File: src/rtl/reg_file_pkg.sv
// Shared types for the register file: clear-engine state encoding.
package reg_file_pkg;

    typedef enum logic [1:0] {
        IDLE  = 2'd0,
        SWEEP = 2'd1,
        DONE  = 2'd2
    } clr_state_e;

endpackage

File: src/rtl/reg_file.sv
// Multi-entry register file: one write port, two combinational read ports,
// optional write-to-read bypass and hardwired-zero entry, plus a one-entry-per-cycle clear engine.
module reg_file
    import reg_file_pkg::*;
#(
    parameter int DATA_W   = 8,
    parameter int NUM_REGS = 8,
    parameter int ADDR_W   = $clog2(NUM_REGS),
    parameter bit ZERO_REG = 1'b0,
    parameter bit BYPASS   = 1'b1
) (
    input  logic              clk,
    input  logic              rst,
    input  logic              we,
    input  logic [ADDR_W-1:0] waddr,
    input  logic [DATA_W-1:0] wdata,
    input  logic [ADDR_W-1:0] raddr_a,
    output logic [DATA_W-1:0] rdata_a,
    input  logic [ADDR_W-1:0] raddr_b,
    output logic [DATA_W-1:0] rdata_b,
    input  logic              clr_req,
    output logic              busy,
    output logic              clr_done
);

    clr_state_e                      state_reg;
    logic [ADDR_W-1:0]               idx_reg;
    logic                            busy_reg;
    logic                            clr_done_reg;
    logic [NUM_REGS-1:0][DATA_W-1:0] entry_flat;

    logic                            is_idle;
    logic                            wr_fwd;
    logic                            wr_commit;
    logic                            sweep_last;

    // Non-power-of-2 depths leave address codes with no backing entry.
    function automatic logic addr_in_range(input logic [ADDR_W-1:0] addr);
        return int'(addr) < NUM_REGS;
    endfunction

    function automatic logic addr_is_zero_reg(input logic [ADDR_W-1:0] addr);
        return ZERO_REG && (addr == '0);
    endfunction

    assign is_idle    = (state_reg == IDLE);
    // A write that would land: eligible for bypass even if a same-cycle clear drops it.
    assign wr_fwd     = is_idle && we && addr_in_range(waddr) && !addr_is_zero_reg(waddr);
    assign wr_commit  = wr_fwd && !clr_req;
    assign sweep_last = (idx_reg == ADDR_W'(NUM_REGS - 1));

    // Clear engine: busy/clr_done are registered alongside the state they decode.
    always_ff @(posedge clk) begin
        if (rst) begin
            state_reg    <= IDLE;
            idx_reg      <= '0;
            busy_reg     <= 1'b0;
            clr_done_reg <= 1'b0;
        end else begin
            unique case (state_reg)
                IDLE: begin
                    clr_done_reg <= 1'b0;
                    if (clr_req) begin
                        state_reg <= SWEEP;
                        idx_reg   <= '0;
                        busy_reg  <= 1'b1;
                    end
                end
                SWEEP: begin
                    if (sweep_last) begin
                        state_reg    <= DONE;
                        busy_reg     <= 1'b0;
                        clr_done_reg <= 1'b1;
                    end else begin
                        idx_reg <= idx_reg + ADDR_W'(1);
                    end
                end
                DONE: begin
                    state_reg    <= IDLE;
                    busy_reg     <= 1'b0;
                    clr_done_reg <= 1'b0;
                end
                default: begin
                    state_reg    <= IDLE;
                    busy_reg     <= 1'b0;
                    clr_done_reg <= 1'b0;
                end
            endcase
        end
    end

    assign busy     = busy_reg;
    assign clr_done = clr_done_reg;

    for (genvar gi = 0; gi < NUM_REGS; gi++) begin : g_entry
        if (ZERO_REG && (gi == 0)) begin : g_zero
            assign entry_flat[gi] = '0;
        end else begin : g_store
            logic [DATA_W-1:0] entry_reg;

            always_ff @(posedge clk) begin
                if (rst) begin
                    entry_reg <= '0;
                end else if ((state_reg == SWEEP) && (idx_reg == ADDR_W'(gi))) begin
                    entry_reg <= '0;
                end else if (wr_commit && (waddr == ADDR_W'(gi))) begin
                    entry_reg <= wdata;
                end
            end

            assign entry_flat[gi] = entry_reg;
        end
    end

    logic [1:0][ADDR_W-1:0] raddr_arr;
    logic [1:0][DATA_W-1:0] rdata_arr;

    assign raddr_arr = {raddr_b, raddr_a};

    // Outside IDLE the file is logically empty, so both ports read zero.
    for (genvar gi = 0; gi < 2; gi++) begin : g_rport
        logic [DATA_W-1:0] rd_next;

        always_comb begin
            rd_next = '0;
            if (is_idle && addr_in_range(raddr_arr[gi]) && !addr_is_zero_reg(raddr_arr[gi])) begin
                if (BYPASS && wr_fwd && (waddr == raddr_arr[gi])) begin
                    rd_next = wdata;
                end else begin
                    rd_next = entry_flat[raddr_arr[gi]];
                end
            end
        end

        assign rdata_arr[gi] = rd_next;
    end

    assign rdata_a = rdata_arr[0];
    assign rdata_b = rdata_arr[1];

endmodule

File: config.mk
export PLATFORM = sky130hd
export DESIGN_NAME = reg_file
export DESIGN_NICKNAME = d
export VERILOG_FILES = /design/src/rtl/reg_file_pkg.sv /design/src/rtl/reg_file.sv
export SDC_FILE = /design/constraint.sdc
export NUM_CORES = 1
export LEC_CHECK = 0
export BUFFER_PORTS_ARGS = -buffer_cell sky130_fd_sc_hd__buf_2
export CORE_UTILIZATION = 60
export CTS_BUF_LIST = sky130_fd_sc_hd__clkbuf_4 sky130_fd_sc_hd__clkbuf_8 sky130_fd_sc_hd__clkbuf_16
export CTS_CLUSTER_DIAMETER = 30
export DETAILED_ROUTE_END_ITERATION = 8
export PLACE_DENSITY = 0.86
export SLEW_MARGIN = 15
export SYNTH_ARGS = -nofsm -noshare
export SYNTH_HDL_FRONTEND = slang
export SYNTH_SLANG_ARGS = --single-unit
File: constraint.sdc
create_clock -name clk -period 2.95 [get_ports clk]
set_input_delay 0.4425 -clock clk [delete_from_list [all_inputs] [get_ports clk]]
set_output_delay 0.4425 -clock clk [all_outputs]
set_load 0.05 [all_outputs]
# Word level (Yosys, flattened, before mapping)
# Cells that the tools add are included.
totals:
  wordCells: 89
  ff_bits: 71
  out_inout_bits: 18
  in_bits: 21
classes:
  magnitude_cmp: 2
  add_sub_neg: 1
  n_reduce_logical: 36
  bitwise: 1
  muxes: 17
  n_eq_ne: 20
op_table:
  columns: ["op", "count"]
  rows:
  - ["$bmux 8 s3", 2]
  - ["$mux 8", 6]
  - ["$eq 3x3->1 const B", 8]
  - ["$logic_and 1x1->1", 20]
  - ["$reduce_or 2->1", 9]
  - ["$eq 3x2->1 const B", 4]
  - ["$lt 3x4->1 const B", 2]
  - ["$eq 3x1->1 const B", 2]
  - ["$eq 3x3->1", 2]
  - ["$logic_not 3->1", 2]
  - ["$mux 3", 2]
  - ["$ne 2x2->1 const B", 3]
  - ["$pmux 3 s2", 1]
  - ["$mux 2", 2]
  - ["$pmux 2 s2", 1]
  - ["$add 3x1->3 const B", 1]
  - ["$reduce_and 3->1", 1]
  - ["$eq 2x1->1 const B", 1]
  - ["$logic_not 2->1", 1]
  - ["$mux 1", 2]
  - ["$pmux 1 s2", 1]
  - ["$reduce_and 2->1", 1]
  - ["$reduce_bool 2->1", 1]
  - ["$logic_not 1->1", 1]
  - ["$not 1->1", 1]

# Logic depth before layout (Yosys ltp)
# Gate-level depths: netlist (run 1).
depth:
  word_depth: 5
  ltp_mapped: 6
  ltp_nobuf: 6

# Worst setup path after synthesis (run 1)
# No wires, ideal clock.
synth_timing:
  path_kind: "input to output"
  start: "in raddr_b[1]"
  end: "out rdata_b[4]"
  setup_slack_ns: -0.043
  path_stages: 5
  required_time_ns: 2.508
  arrival_time_ns: 2.550
  path_buffers: 2
  cell_sequence: "buf_2 -> buf_1 -> mux4_2 -> mux2i_1 -> a211oi_1"
synth_via:
  elab_chain_cells: 4
  elab_cells_between_ends: 6
  classes_between: "1 x eq/ne; 4 x mux; 1 x reduce/logical"
synth_rtl:
  columns: ["element", "line_no", "rtl"]
  rows:
  - ["start, declared", "reg_file.sv:19", "input logic [ADDR_W-1:0] raddr_b,"]
  - ["$bmux 8 s3 or $eq 3x3->1 (tied branches)", "reg_file.sv:130, reg_file.sv:127", null]
  - ["$mux 8 (implied by the code) or $logic_and 1x1->1 (tied branches)", "reg_file.sv:130, reg_file.sv:127", null]
  - ["$mux 8 *", "reg_file.sv:127", "if (BYPASS && wr_fwd && (waddr == raddr_arr[gi])) begin"]
  - ["$mux 8 *", "reg_file.sv:126", "if (is_idle && addr_in_range(raddr_arr[gi]) && !addr_is_zero_reg(raddr_arr[gi])) begin"]
  - ["end, declared", "reg_file.sv:20", "output logic [DATA_W-1:0] rdata_b,"]
# Mark *: on every way between the ends. The rest lies on a longest branch, timed or not. The select of a mux whose other input is x is not followed.

# Worst setup path after layout (run 1)
layout_timing:
  start: "in raddr_b[2]"
  end: "out rdata_b[3]"
# The elaborated chain is that of the path after synthesis.

==> results of run 1 <==
layout by cell type, fill, tap and decap left out, drive strengths merged, types with 3 or more instances in the layout:
| cell | n |
|---|---|
| mux2i | 65 |
| a211oi | 16 |
| clkbuf | 13 |
| dfxtp | 71 |
| buf | 44 |
| inv | 4 |
| mux4 | 32 |
| nor3 | 4 |
| nor2 | 76 |
| ha | 6 |
| a31o | 3 |
| nor4b | 3 |
| o21ai | 8 |
| a21oi | 17 |
| nand2 | 26 |
| xnor2 | 6 |
| a21o | 6 |
path summary, 6_finish.rpt:
path	from	endpoint	slack (ps)	depth (start not counted)
setup / recovery	raddr_b[2]	rdata_b[3]	440	5
hold / removal	rst	idx_reg[2]	440	2
setup reg to reg	state_reg[0]	g_entry[2].g_store.entry_reg[1]	600	4
hold reg to reg	g_entry[0].g_store.entry_reg[7]	g_entry[0].g_store.entry_reg[7]	480	2
power by group through the flow:
| stage | Combinational (uW) | Clock [uW] | Sequential, uW |
|---|---|---|---|
| 2_1_floorplan | 209 | 0 | 1010 |
| 3_3_place_gp | 263 | 0 | 1000 |
| 3_5_place_dp | 270 | 0 | 1010 |
| 4_1_cts | 272 | 825 | 983 |
| 5_1_grt | 291 | 873 | 984 |
| 6_report | 276 | 825 | 984 |
routing by layer:
metal	GRT usage	routed length, um	vias to the layer above	part of all wire
met5	0	0	-	0
met4	0.1458	347	0	0.032
li1	-	-	1463	-
met1	0.3855	4133	1643	0.39
met2	0.5395	5273	203	0.49
met3	0.08309	958	37	0.089
critical path, delay by kind of cell:
| family | cells | cell delay (ps) |
|---|---|---|
| mux | 2 | 800 |
| buf+inv | 2 | 690 |
| compound gates | 1 | 130 |
layout make-up:
cell class	count	share of cell area
clock buffers	13	0.03906
clock inverters	3	0.009057
flip-flops and latches	71	0.3215
repair buffers	44	0.05321
well taps	77	0.02179
multi-input cells	285	0.5519
inverters	4	0.003397
per-stage QoR:
step                worst slack, ps  hold slack [ps]  power (uW)  instance area [um2]
finish                        440.7            440.4        2085                 4420
global placement              498.9            451.0        1267                 4208
detailed placement            460.4            462.8        1276                 4208
global route                  348.3            452.3        2148                 4420
floorplan                    -42.72            443.5        1215                 4049
CTS                           478.0            429.4        2081                 4420
kinds of logic (layout without fill, tap and decap cells):
| group | after synthesis | in the layout | share of synthesized area |
|---|---|---|---|
| xor gates and xnor gates | 6 | 6 | 0.01304 |
| DFF | 71 | 71 | 0.3528 |
| muxes | 98 | 98 | 0.3432 |
| AOI/OAI and AO/OA | 51 | 51 | 0.08044 |
| and+or+nand+nor | 124 | 124 | 0.1438 |
| adders and majority gates | 6 | 6 | 0.01863 |
| buffers and inverters | 36 | 64 | 0.04814 |
cells in the mapped netlist, types with 2 or more instances:
library cell | count | area [um2]
nand4b_1 | 2 | 17.52
a211oi_1 | 16 | 120.1
ha_1 | 6 | 75.07
nor4b_1 | 2 | 17.52
nand3_1 | 2 | 10.01
a31o_2 | 3 | 26.28
inv_1 | 4 | 15.01
buf_1 | 3 | 11.26
mux2i_1 | 65 | 650.6
a21o_1 | 6 | 45.04
xnor2_1 | 6 | 52.55
buf_4 | 10 | 75.07
mux4_2 | 32 | 720.7
nand2_1 | 26 | 97.59
or2b_1 | 2 | 15.01
clkbuf_1 | 7 | 26.28
nand4_1 | 2 | 12.51
dfxtp_1 | 71 | 1421
o21ai_0 | 8 | 40.04
buf_2 | 11 | 55.05
nor3_1 | 3 | 15.01
nor2_1 | 76 | 285.3
a21oi_1 | 17 | 85.08
==> impl_metrics.env, run 1 <==
export IMPL_grt_util_all_layers=0.3206
export IMPL_crit_fanout=17
export IMPL_die_w_um=83.95
export IMPL_drc=6
export IMPL_p_switching_uw=556.1
export IMPL_path_common_cell="buf_2"
export IMPL_synthArstFlopShare=0
export IMPL_hold_buffers=0
export IMPL_grt_max_degree=18
export IMPL_dr_first_iter_drc_count=295
export IMPL_cp_required_ps=2510
export IMPL_fin_setup_tns_ps=0
export IMPL_post_cts_setup_buffers=0
export IMPL_numCtsBuffers=9
export IMPL_post_route_util=0.6883
export IMPL_clk_pin_slew_ps=70
export IMPL_routedWlPerCell_um=21.55
export IMPL_p_int_uw=1529
export IMPL_finalHoldViolCount=0
export IMPL_vias=3346
export IMPL_final_cells=497
export IMPL_largest_reg_flops=64
export IMPL_ys_flop_type="dfxtp_1"
export IMPL_powerDensity_nw_per_um2=471.6
export IMPL_clkPwrFrac=0.396
export IMPL_cts_root_buf="clkbuf_8"
export IMPL_crit_slowest_cell="mux4_2"
export IMPL_hold_class="in2reg"
export IMPL_fin_worst_skew_ps=4.971
export IMPL_p_comb_frac=0.133
export IMPL_violations="design-rule violations"
export IMPL_layout_drive_gt1_share=0.2524
export IMPL_dieHeight_um=83.95
export IMPL_hpwlAfterDp_mm=7.313
export IMPL_seq_area_um2=1421
export IMPL_n_antenna_cell=0
export IMPL_clock_latency_ps=340
export IMPL_tightest_slew_ps=855.8
export IMPL_fin_crit_ps=2509
export IMPL_cts_tree="done"
export IMPL_placed_cells=481
export IMPL_grt_pass1_wl_mm=17.15
export IMPL_synth_cell_type_count=35
export IMPL_synth_warnings=0
export IMPL_ir_worst_vdd_mv=0.3168
export IMPL_netlist_instances=392
export IMPL_pwr_share_seq=0.472
export IMPL_overflow=0
export IMPL_outcome="finished, violations left"
export IMPL_slowest_delay_ps=580
export IMPL_dieArea_um2=7047
export IMPL_clock_tree_buffer_depth=2
export IMPL_row_count=29
export IMPL_ctsHtreeMaxLevel=3
export IMPL_grt_pass1_vias=3325
export IMPL_finalCritPeriodShare=0.8506
export IMPL_gp_congestion=0.8537
export IMPL_rsz0062_at_grt="no"
export IMPL_cp_start_kind="primary input"
export IMPL_avgSynthCellArea_um2=10.28
export IMPL_syn_cell_area_um2=4029
export IMPL_start_util=0.6273
export IMPL_n_fill_cell=491
export IMPL_slew_viol_final=0
export IMPL_worstSetupEndpointType="primary output"
export IMPL_first_pass_iters=7
export IMPL_cap_viol_max_count=0
export IMPL_slew_limit_headroom=0.4270
export IMPL_ys_seq_area_frac=0.3528
export IMPL_path_cells="buf_2, mux4_2, mux2i_1, a211oi_1, buf_2"
export IMPL_cts_resized=0
export IMPL_viasPerCell=6.732
export IMPL_setup_violations=0
export IMPL_yosys_register_bits=71
export IMPL_crit_type="in2out"
export IMPL_multiInputGateArea_um2=2440
export IMPL_arrival_ps=2070
export IMPL_core_area_um2=6422
export IMPL_numClockSinks=71
export IMPL_p_sw_frac=0.2667
export IMPL_finalNetCount=442
export IMPL_antenna_found_initial=0
export IMPL_drtAntennaViolNets=0
export IMPL_synth_edff_count=0
export IMPL_drt_total_wl_mm=10.71
export IMPL_clock_fmax_ghz=0.3985
export IMPL_ioPinCount=39
export IMPL_power_leakage_uw=0.001827
export IMPL_syn2layout_area_growth_pct=9.721
export IMPL_port_buffers=38
export IMPL_synth_fp_nets=419
Note: power is estimated with default switching activity, not from simulation.
==> run 2, diff against run 1 <==
--- a/config.mk
+++ b/config.mk
@@ -10,7 +10,8 @@
 export CTS_BUF_LIST = sky130_fd_sc_hd__clkbuf_4 sky130_fd_sc_hd__clkbuf_8 sky130_fd_sc_hd__clkbuf_16
 export CTS_CLUSTER_DIAMETER = 30
 export DETAILED_ROUTE_END_ITERATION = 8
-export PLACE_DENSITY = 0.86
+export PLACE_DENSITY = 0.81
+export RECOVER_POWER = 25
 export SLEW_MARGIN = 15
 export SYNTH_ARGS = -nofsm -noshare
 export SYNTH_HDL_FRONTEND = slang
==> run 2 against run 1 <==
Against the previous run: the flow still finishes with violations (design-rule violations); design area down 0.59%; register-to-register slack better by 90 ps; die area unchanged; routed wire length down 2.6%; critical path depth unchanged; first-iteration DRC count up 13%; clock-buffer cell count down 4; via count down 2.2%; maximum frequency down 7.8%; setup slack worse by 210 ps; flip-flop and latch count unchanged; critical endpoint is now rdata_b[6]; largest cell class unchanged; highest routed layer unchanged.
==> impl_metrics.env, run 2 (synthesis results as in run 1) <==
export IMPL_outcome="finished, violations left"
export IMPL_violations="design-rule violations"
export IMPL_antenna_found_initial=0
export IMPL_reg2reg_depth=4
export IMPL_ctsHtreeMaxLevel=3
export IMPL_syn2layout_area_growth_pct=9.068
export IMPL_clock_fmax_ghz=0.3676
export IMPL_fin_crit_ps=2720
export IMPL_routedWlPerCell_um=20.82
export IMPL_final_cell_mix="nor2_1, dfxtp_1, mux2i_1"
export IMPL_setup_violations=0
export IMPL_final_common_cell="nor2_1"
export IMPL_worst_hold_slack_ps=425.8
export IMPL_dieHeight_um=83.95
export IMPL_finalNetCount=448
export IMPL_row_count=29
export IMPL_slew_limit_headroom=0.4771
export IMPL_power_leakage_uw=0.001809
export IMPL_arrival_ps=2280
export IMPL_ioPinCount=39
export IMPL_gp_congestion=0.8202
export IMPL_powerDensity_nw_per_um2=434.3
export IMPL_largest_reg_flops=64
export IMPL_numClockSinks=71
export IMPL_cts_tree="done"
export IMPL_start_util=0.6273
export IMPL_layout_drive_gt1_share=0.2500
export IMPL_worstSetupEndpointType="primary output"
export IMPL_drtAntennaViolNets=0
export IMPL_ir_worst_vdd_mv=0.3738
export IMPL_grt_pass1_wl_mm=16.53
export IMPL_slew_viol_final=0
export IMPL_cts_resized=0
export IMPL_grt_max_degree=18
export IMPL_clock_tree_buffer_depth=2
export IMPL_finalHoldViolCount=0
export IMPL_dieArea_um2=7047
export IMPL_cp_required_ps=2510
export IMPL_crit_fanout=9
export IMPL_die_w_um=83.95
export IMPL_clk_pin_slew_ps=80
export IMPL_post_route_util=0.6842
export IMPL_cp_start_kind="register"
export IMPL_worst_slack_ps=229.6
export IMPL_vias=3271
export IMPL_final_cell_area_um2=4394
export IMPL_viasPerCell=6.529
export IMPL_fin_worst_skew_ps=8.897
export IMPL_hold_class="in2reg"
export IMPL_numCtsBuffers=9
export IMPL_cap_viol_max_count=0
export IMPL_overflow=0
export IMPL_dr_first_iter_drc_count=334
export IMPL_dp_slack_ps=435.0
export IMPL_port_buffers=38
export IMPL_grt_pass1_vias=3293
export IMPL_first_pass_iters=7
export IMPL_crit_type="reg2out"
export IMPL_n_antenna_cell=0
export IMPL_n_fill_cell=498
export IMPL_clock_latency_ps=350
export IMPL_fin_setup_tns_ps=0
export IMPL_grt_util_all_layers=0.3128
export IMPL_post_cts_setup_buffers=0
export IMPL_tightest_slew_ps=781.0
export IMPL_drc=4
export IMPL_placed_cell_area_um2=4253
export IMPL_whs_path_depth=2
export IMPL_rsz0062_at_grt="no"
export IMPL_drt_total_wl_mm=10.43
export IMPL_hpwlAfterDp_mm=7.419
export IMPL_core_area_um2=6422
export IMPL_finalCritPeriodShare=0.9222
export IMPL_hold_buffers=0
export IMPL_cts_root_buf="clkbuf_8"
==> run 2: metrics by stage <==
| stage | power (uW) | instances |
|---|---|---|
| floorplan | 1215 | 392 |
| global placement | 1274 | 487 |
| detailed placement | 1281 | 487 |
| CTS | 1909 | 501 |
| global route | 1968 | 501 |
| finish | 1908 | 501 |
==> run 2: final cells by class <==
type / instances / area [um2] / share of cell area
well taps: 77 / 96.34 / 0.02192
multi-input cells: 285 / 2440 / 0.5552
inverters: 4 / 15.01 / 0.003417
clock buffers: 9 / 123.9 / 0.02819
flip-flops and latches: 71 / 1421 / 0.3235
clock inverters: 5 / 27.53 / 0.006264
repair buffers: 50 / 270.3 / 0.06150
==> run 2: path summary, 6_finish.rpt <==
path | from | end | slack [ps]
worst min-delay path | rst | idx_reg[0] | 430
worst max-delay path | state_reg[0] | rdata_b[6] | 230
worst min register to register | g_entry[0].g_store.entry_reg[4] | g_entry[0].g_store.entry_reg[4] | 480
worst max register to register | state_reg[0] | g_entry[2].g_store.entry_reg[1] | 690
==> run 2: where the power goes <==
part           switching [uW]  internal [uW]
clock network             355            289
logic                     186           94.7
registers                11.9            971
==> run 2: critical path, stage by stage (launching register included) <==
cell	delay (ps)
dfxtp_1	390
nor3b_1	290
nand4_1	390
buf_4	320
a211oi_1	240
buf_2	300
==> run 2: routing by layer <==
metal / global-route usage / vias to the layer above / part of all wire
met4: 0.1755 / 0 / 0.032
met5: 0 / - / 0
li1: - / 1471 / -
met2: 0.5246 / 174 / 0.50
met3: 0.06133 / 38 / 0.084
met1: 0.3768 / 1588 / 0.39
==> run 3, diff against run 2 <==
--- a/config.mk
+++ b/config.mk
@@ -6,11 +6,10 @@
 export NUM_CORES = 1
 export LEC_CHECK = 0
 export BUFFER_PORTS_ARGS = -buffer_cell sky130_fd_sc_hd__buf_2
-export CORE_UTILIZATION = 60
+export CORE_UTILIZATION = 45
 export CTS_BUF_LIST = sky130_fd_sc_hd__clkbuf_4 sky130_fd_sc_hd__clkbuf_8 sky130_fd_sc_hd__clkbuf_16
 export CTS_CLUSTER_DIAMETER = 30
 export DETAILED_ROUTE_END_ITERATION = 8
-export PLACE_DENSITY = 0.81
 export RECOVER_POWER = 25
 export SLEW_MARGIN = 15
 export SYNTH_ARGS = -nofsm -noshare
==> run 3 against run 2 <==
Against the previous run: die area up 32%; final cell count up 6.4%; clock power up 41%; routed wire length up 2.2%; non-clock buffer count down 1; via count down 3.9%; global-route usage down 7.1 points; the run now ends clean; flip-flop and latch count unchanged; sequential power about the same.
==> impl_metrics.env, run 3 (synthesis results as in run 1) <==
export IMPL_cp_required_ps=2510
export IMPL_crit_fanout=16
export IMPL_antenna_found_initial=0
export IMPL_overflow=0
export IMPL_row_count=34
export IMPL_busiest_layer="met2"
export IMPL_cts_root_buf="clkbuf_8"
export IMPL_r2r_slack_ps=840
export IMPL_post_cts_setup_buffers=0
export IMPL_die_w_um=96.62
export IMPL_syn2layout_area_growth_pct=11.68
export IMPL_worst_path_buf_inv=2
export IMPL_ctsHtreeMaxLevel=3
export IMPL_n_fill_cell=826
export IMPL_slew_viol_final=0
export IMPL_core_area_um2=8678
export IMPL_clock_tree_buffer_depth=2
export IMPL_slew_limit_headroom=0.4486
export IMPL_finalCritPeriodShare=0.8547
export IMPL_power_leakage_uw=0.001838
export IMPL_hold_class="in2reg"
export IMPL_rsz0062_at_grt="no"
export IMPL_grtUsageMet2=0.4112
export IMPL_final_common_cell="nor2_1"
export IMPL_finalHoldViolCount=0
export IMPL_routedWlPerCell_um=19.99
export IMPL_port_buffers=38
export IMPL_met1_usage=0.3059
export IMPL_viasPerCell=5.899
export IMPL_clock_latency_ps=360
export IMPL_numCtsBuffers=9
export IMPL_drt_total_wl_mm=10.66
export IMPL_cts_tree="done"
export IMPL_vias=3144
export IMPL_cp_start_kind="register"
export IMPL_outcome="finished clean"
export IMPL_grt_pass1_wl_mm=17.14
export IMPL_crit_slowest_cell="dfxtp_1"
export IMPL_drtAntennaViolNets=0
export IMPL_fin_crit_ps=2521
export IMPL_slowest_delay_ps=380
export IMPL_powerDensity_nw_per_um2=481.2
export IMPL_dieHeight_um=96.62
export IMPL_dr_first_iter_drc_count=216
export IMPL_worstSetupEndpointType="primary output"
export IMPL_final_cell_mix="nor2_1, dfxtp_1, mux2i_1"
export IMPL_path_cells="nor3b_1, nand4_1, buf_4, a211oi_1, buf_2"
export IMPL_cap_viol_max_count=0
export IMPL_start_util=0.4642
export IMPL_largest_reg_flops=64
export IMPL_cts_resized=0
export IMPL_fin_setup_tns_ps=0
export IMPL_power_uw=2165
export IMPL_grt_max_degree=18
export IMPL_n_antenna_cell=0
export IMPL_grt_util_all_layers=0.2421
export IMPL_gp_congestion=0.7650
export IMPL_numClockSinks=71
export IMPL_drc=0
export IMPL_ir_worst_vdd_mv=0.2165
export IMPL_crit_type="reg2out"
export IMPL_finalNetCount=447
export IMPL_setup_violations=0
export IMPL_grt_use_met3=0.05997
export IMPL_ioPinCount=39
export IMPL_grt_pass1_vias=3121
export IMPL_hpwlAfterDp_mm=7.482
export IMPL_cp_top_family="buffers and inverters"
export IMPL_clock_fmax_ghz=0.3966
export IMPL_first_pass_iters=5
export IMPL_clk_pin_slew_ps=80
export IMPL_layout_drive_gt1_share=0.2494
export IMPL_worst_hold_slack_ps=425.4
export IMPL_post_route_util=0.5185
export IMPL_hold_buffers=0
export IMPL_tightest_slew_ps=827.1
export IMPL_fin_worst_skew_ps=8.558
export IMPL_dieArea_um2=9335
export IMPL_arrival_ps=2080
## run 3: final cells by class
class                      instances  area (um2)  share of cell area
clock inverter                     6       91.34             0.02030
inverter                           4       15.01            0.003337
timing repair buffer              49       259.0             0.05756
tap                              108       135.1             0.03003
clock buffer                      10       137.6             0.03059
multi-input combinational        285        2440              0.5423
sequential                        71        1421              0.3159
## run 3: report_power, final
group / switching, uW / leakage, uW / internal (uW)
clock: 400 / 0.000117 / 505
combinational: 186 / 0.00115 / 93.0
sequential: 11.0 / 0.000573 / 970
## run 3: path summary, 6_finish.rpt
path,endpoint,start,cells after the start
max,rdata_b[6],state_reg[0],5
min,g_entry[7].g_store.entry_reg[7],wdata[7],3
max reg2reg,g_entry[6].g_store.entry_reg[7],state_reg[0],4
min reg2reg,g_entry[0].g_store.entry_reg[1],g_entry[0].g_store.entry_reg[1],2
## run 3: worst register-to-register path: stages, from the launching register on
cell and delay, ps:
dfxtp_1 380, or4b_4 700, nor3_4 600, mux2i_1 260, nor2_1 50
## run 3: routing by layer
metal,wire length [um],vias to the layer above,part of all wire
li1,-,1469,-
met1,4613,1561,0.43
met2,5302,102,0.50
met5,0,-,0
met4,162,0,0.015
met3,578,12,0.054
## run 3: metrics by stage
step	cells	cell area (um2)	setup WS [ps]
global placement	517	4284	500.9
global route	533	4499	317.9
floorplan	392	4049	-42.72
CTS	533	4513	453.3
detailed placement	517	4284	487.7
finish	533	4499	428.6
